File: config.mk
export PLATFORM = sky130hd
export DESIGN_NAME = stream_mux_nto1
export DESIGN_NICKNAME = d
export VERILOG_FILES = /design/src/rtl/stream_mux_nto1.sv
export SDC_FILE = /design/constraint.sdc
export NUM_CORES = 1
export LEC_CHECK = 0
export CAP_MARGIN = 20
export CORE_ASPECT_RATIO = 0.5
export CORE_UTILIZATION = 25
export DETAILED_ROUTE_END_ITERATION = 8
export MAX_ROUTING_LAYER = met4
export PLACE_DENSITY = 0.74
export SLEW_MARGIN = 10
export SYNTH_ARGS = -nofsm -noshare
export SYNTH_HDL_FRONTEND = slang
export SYNTH_SLANG_ARGS = --single-unit
File: constraint.sdc
create_clock -name clk -period 1.7 [get_ports clk]
set_clock_uncertainty 0.05 [all_clocks]
set_input_delay 0.34 -clock clk [delete_from_list [all_inputs] [get_ports clk]]
set_output_delay 0.34 -clock clk [all_outputs]
set_load 0.02 [all_outputs]
File: src/rtl/stream_mux_nto1.sv
// stream_mux_nto1: N-to-1 valid/ready stream mux feeding one registered output stage.
// Define STREAM_MUX_RR_ARB_EN to add round-robin arbitration selected at run time by auto_en.
module stream_mux_nto1 #(
  parameter int N_IN  = 3,
  parameter int WIDTH = 32,
  localparam int SEL_W = $clog2(N_IN)
) (
  input  logic                  clk,
  input  logic                  rst_n,
  input  logic [N_IN*WIDTH-1:0] in_data,
  input  logic [N_IN-1:0]       in_valid,
  output logic [N_IN-1:0]       in_ready,
  input  logic [SEL_W-1:0]      sel,
  input  logic                  auto_en,
  output logic [WIDTH-1:0]      out_data,
  output logic                  out_valid,
  input  logic                  out_ready,
  output logic                  sel_err
);

  // Handshake: a beat moves on a rising edge where valid and ready are both 1 on the
  // same side; valid never waits for ready, and a presented out beat holds until taken.

  localparam logic [SEL_W:0] N_IN_W = (SEL_W+1)'(N_IN);

  logic             can_load;
  logic             sel_ok;
  logic             grant_vld;
  logic [SEL_W-1:0] g;
  logic             sel_err_nxt;
  logic             xfer;

  assign can_load = !out_valid || out_ready;
  assign sel_ok   = ({1'b0, sel} < N_IN_W);

`ifdef STREAM_MUX_RR_ARB_EN
  logic [SEL_W-1:0] ptr;
  logic [SEL_W-1:0] rr_g;
  logic [SEL_W-1:0] rr_cand;
  logic             rr_found;
  int               rr_idx;

  // First requesting channel at or after ptr, wrapping modulo N_IN.
  always_comb begin
    rr_found = 1'b0;
    rr_g     = '0;
    rr_idx   = 0;
    rr_cand  = '0;
    for (int k = 0; k < N_IN; k++) begin
      rr_idx  = (int'(ptr) + k) % N_IN;
      rr_cand = SEL_W'(rr_idx);
      if (!rr_found && in_valid[rr_cand]) begin
        rr_found = 1'b1;
        rr_g     = rr_cand;
      end
    end
  end

  assign g           = auto_en ? rr_g : sel;
  assign grant_vld   = auto_en ? rr_found : sel_ok;
  assign sel_err_nxt = !auto_en && !sel_ok;

  always_ff @(posedge clk or negedge rst_n) begin
    if (!rst_n) begin
      ptr <= '0;
    end else if (auto_en && xfer) begin
      ptr <= (rr_g == SEL_W'(N_IN - 1)) ? '0 : rr_g + 1'b1;
    end
  end
`else
  logic unused_auto_en;
  assign unused_auto_en = auto_en;

  assign g           = sel;
  assign grant_vld   = sel_ok;
  assign sel_err_nxt = !sel_ok;
`endif

  always_comb begin
    in_ready = '0;
    if (rst_n && can_load && grant_vld) in_ready[g] = 1'b1;
  end

  assign xfer = |(in_valid & in_ready);

  always_ff @(posedge clk or negedge rst_n) begin
    if (!rst_n) begin
      out_valid <= 1'b0;
      out_data  <= '0;
      sel_err   <= 1'b0;
    end else begin
      sel_err <= sel_err_nxt;
      if (xfer) begin
        out_data  <= in_data[g*WIDTH +: WIDTH];
        out_valid <= 1'b1;
      end else if (out_ready) begin
        out_valid <= 1'b0;
      end
    end
  end

endmodule

==> metrics <==
max_cap viols 0; gr ovfl total 0; Clock Tree Buf Depth 2; Worst-Margin Slew 532 ps; area share of and/or/nand/nor cells after synthesis 9.03%; Stages on worst setup path 7; HP Class in -> async; Synth Area in Compound Gates 9.10%; CTS Sinks 34; Worst slew margin 64.5%; arrival time worst endpoint 1870 ps; Core Rows 22; leading area contributor after synthesis dfrtp_1; placed insts 432; Commonest cells post-synth 34 x dfrtp_1, 33 x mux2i_1, 33 x nand2_1, 32 x o21ai_0, 30 x mux2_2; ys async rst share 100%; share of cells above drive strength 1 20.6%; Root Driver clkbuf_16; Synth Register Bits 34; Final ANT Viol Nets 0; final setup fails 32; Max stage delay on crit path 420 ps; part of the cycle the worst path needs 103%; via count 1979; Leakage Power 1.71 nW; YS warnings 0; syn_nets 293; vias per cell 4.43; nets 444; crit path cell chain nand2b_4 -> nand2_4 -> buf_6 -> o31ai_4 -> buf_6 -> clkbuf_16 -> mux2_2; combinational family with the most area after synthesis multiplexers; Worst R2R Path Depth 7; router iterations before antenna repair 4; WP buf/inv 3; Clock transition at path regs 50 ps; Post-synth EDFFs 0; Crit path top cell by count buf_6; antenna violations before repair 0; XOR/XNOR Fraction of Synth Area 0%; crit-path leading delay family buffers and inverters; failing checks negative setup slack; GRT Util Overall 17.5%; H-tree Lvls 2; multiplexer area fraction after synthesis 34.6%; final wirelength 7100 um; Main synth FF type dfrtp_1; Distinct cells, synth 18; Die X 128 um; post-synth top area share 42.7%; fin. max-slew vios 0; status finished with violations; Ports 142; DRC 0; Die Y 65.2 um; startpoint types flip-flop; RSZ-0062 raised after global routing true; Mapped Cells 188; Crit path required time 1810 ps; f_max 569 MHz; top cells by area, synth dfrtp_1 43%, mux2_2 17%, mux2i_1 17%; Post-Syn Area 1990 um2; 1st-iter DRT viols 99; Worst-Skew Late Latency 270 ps; adder and majority gate portion of the synthesized area 0%; endpoint type of the worst setup path flip-flop; largest net degree at the start of global routing 35; R2R setup slack -60 ps; number of global-route vias before repair 2101; gp weighted congestion 0.810; power consumption 0.00372 W; PnR worst setup slack -59.0 ps; setup tns final -1090 ps; fin crit period 1760 ps; Initial Utilization 26.5%; Area Growth Syn to Fin 96.9%; core area 7510 um2; Die Area 8360 um2; CTS tree yes; r2r startpoint out_valid; drt wl/cell 15.9 um; maximum fanout along the worst path 8; reg-to-reg endpoint out_data[6]; non-filler cells, final 447; Post-DP HPWL 5050 um; CTS Buf Count 5; syn avg cell area 10.6 um2; Pwr Density 947 nW/um2; most numerous cell in the Yosys netlist dfrtp_1; cts hold-fix bufs 0; count of final hold-check violations 0; # fillers 633; first-pass GRT wire length 10800 um; Seq/Total Area, Yosys 42.7%; VDD IR max 0.481 mV; ant diodes 0; Critical Path Slowest Stage Cell dfrtp_2; critical path class reg -> reg; Buffers on Ports 140
==> repair_timing <==
item | in CTS | in global routing
setup endpoints to repair | 35 | 34
pin swaps | 2 | 1
cloned | 3 | 1
buffers inserted | 7 | 1
resized for setup | 43 | 15
==> routing by layer <==
metal  global-route usage, %  routed length, um  vias up
met5                       -                  0        -
li1                        -                  -      965
met2                    32.4               3900       20
met3                    3.01                137        4
met1                    20.0               3010      990
met4                    4.41                 57        0
==> stage by stage <==
step	area (um2)	setup slack (ps)	hold WS [ps]	utilization (%)
after floorplan	2010	8.83	-5.59	-
after global placement	3540	-513	397	47.1
after detailed placement	3540	-606	405	47.1
after CTS	3950	-78.6	136	52.5
after global routing	3930	-97.0	162	52.3
final	3930	-59.0	124	52.3
==> sequential cells by signal (all words and copies together) (netlist names) <==
| register | count |
|---|---|
| out_data | 32 |
| sel_err | 1 |
| out_valid | 1 |
==> cell type report <==
type / count / area [um2] / share of cell area [%]
clock inverters: 1 / 30.0 / 0.765
well taps: 108 / 135 / 3.44
repair buffers: 159 / 1590 / 40.5
flip-flops and latches: 34 / 852 / 21.7
clock buffers: 6 / 139 / 3.54
multi-input cells: 139 / 1180 / 30.1
==> how the worst max path moves through the flow <==
stage                    from      endpoint  slack (ps)
global route        out_valid   out_data[9]        -100
finish              out_valid   out_data[6]         -60
global placement    out_ready   in_ready[2]        -510
CTS                 out_valid  out_data[27]         -80
floorplan           out_valid  out_data[10]           9
detailed placement  out_ready   in_ready[2]        -610
==> cell usage in the layout (no fill, tap or decap), drive strengths merged <==
cell / n
nand2b: 2
and3: 1
and2: 1
dfrtp: 34
clkdlybuf4s50: 133
bufinv: 1
nor3: 1
clkbuf: 8
o31ai: 1
buf: 22
mux2: 32
mux2i: 33
o21ai: 32
nor2b: 1
nand2: 33
nand4: 1
dlygate4sd2: 2
nor3b: 1
==> kinds of logic after synthesis <==
family,after synthesis
DFF,34
AOI/OAI and AO/OA,33
muxes,65
and+or+nand+nor,41
buffers and inverters,15
==> power by group <==
group / internal, W / leakage [nW] / switching [W]
clock: 0.000722 / 0.0829 / 0.000317
sequential: 0.00102 / 0.424 / 0.000114
combinational: 0.000915 / 1.20 / 0.000634
Note: power is estimated with default switching activity, not from simulation.
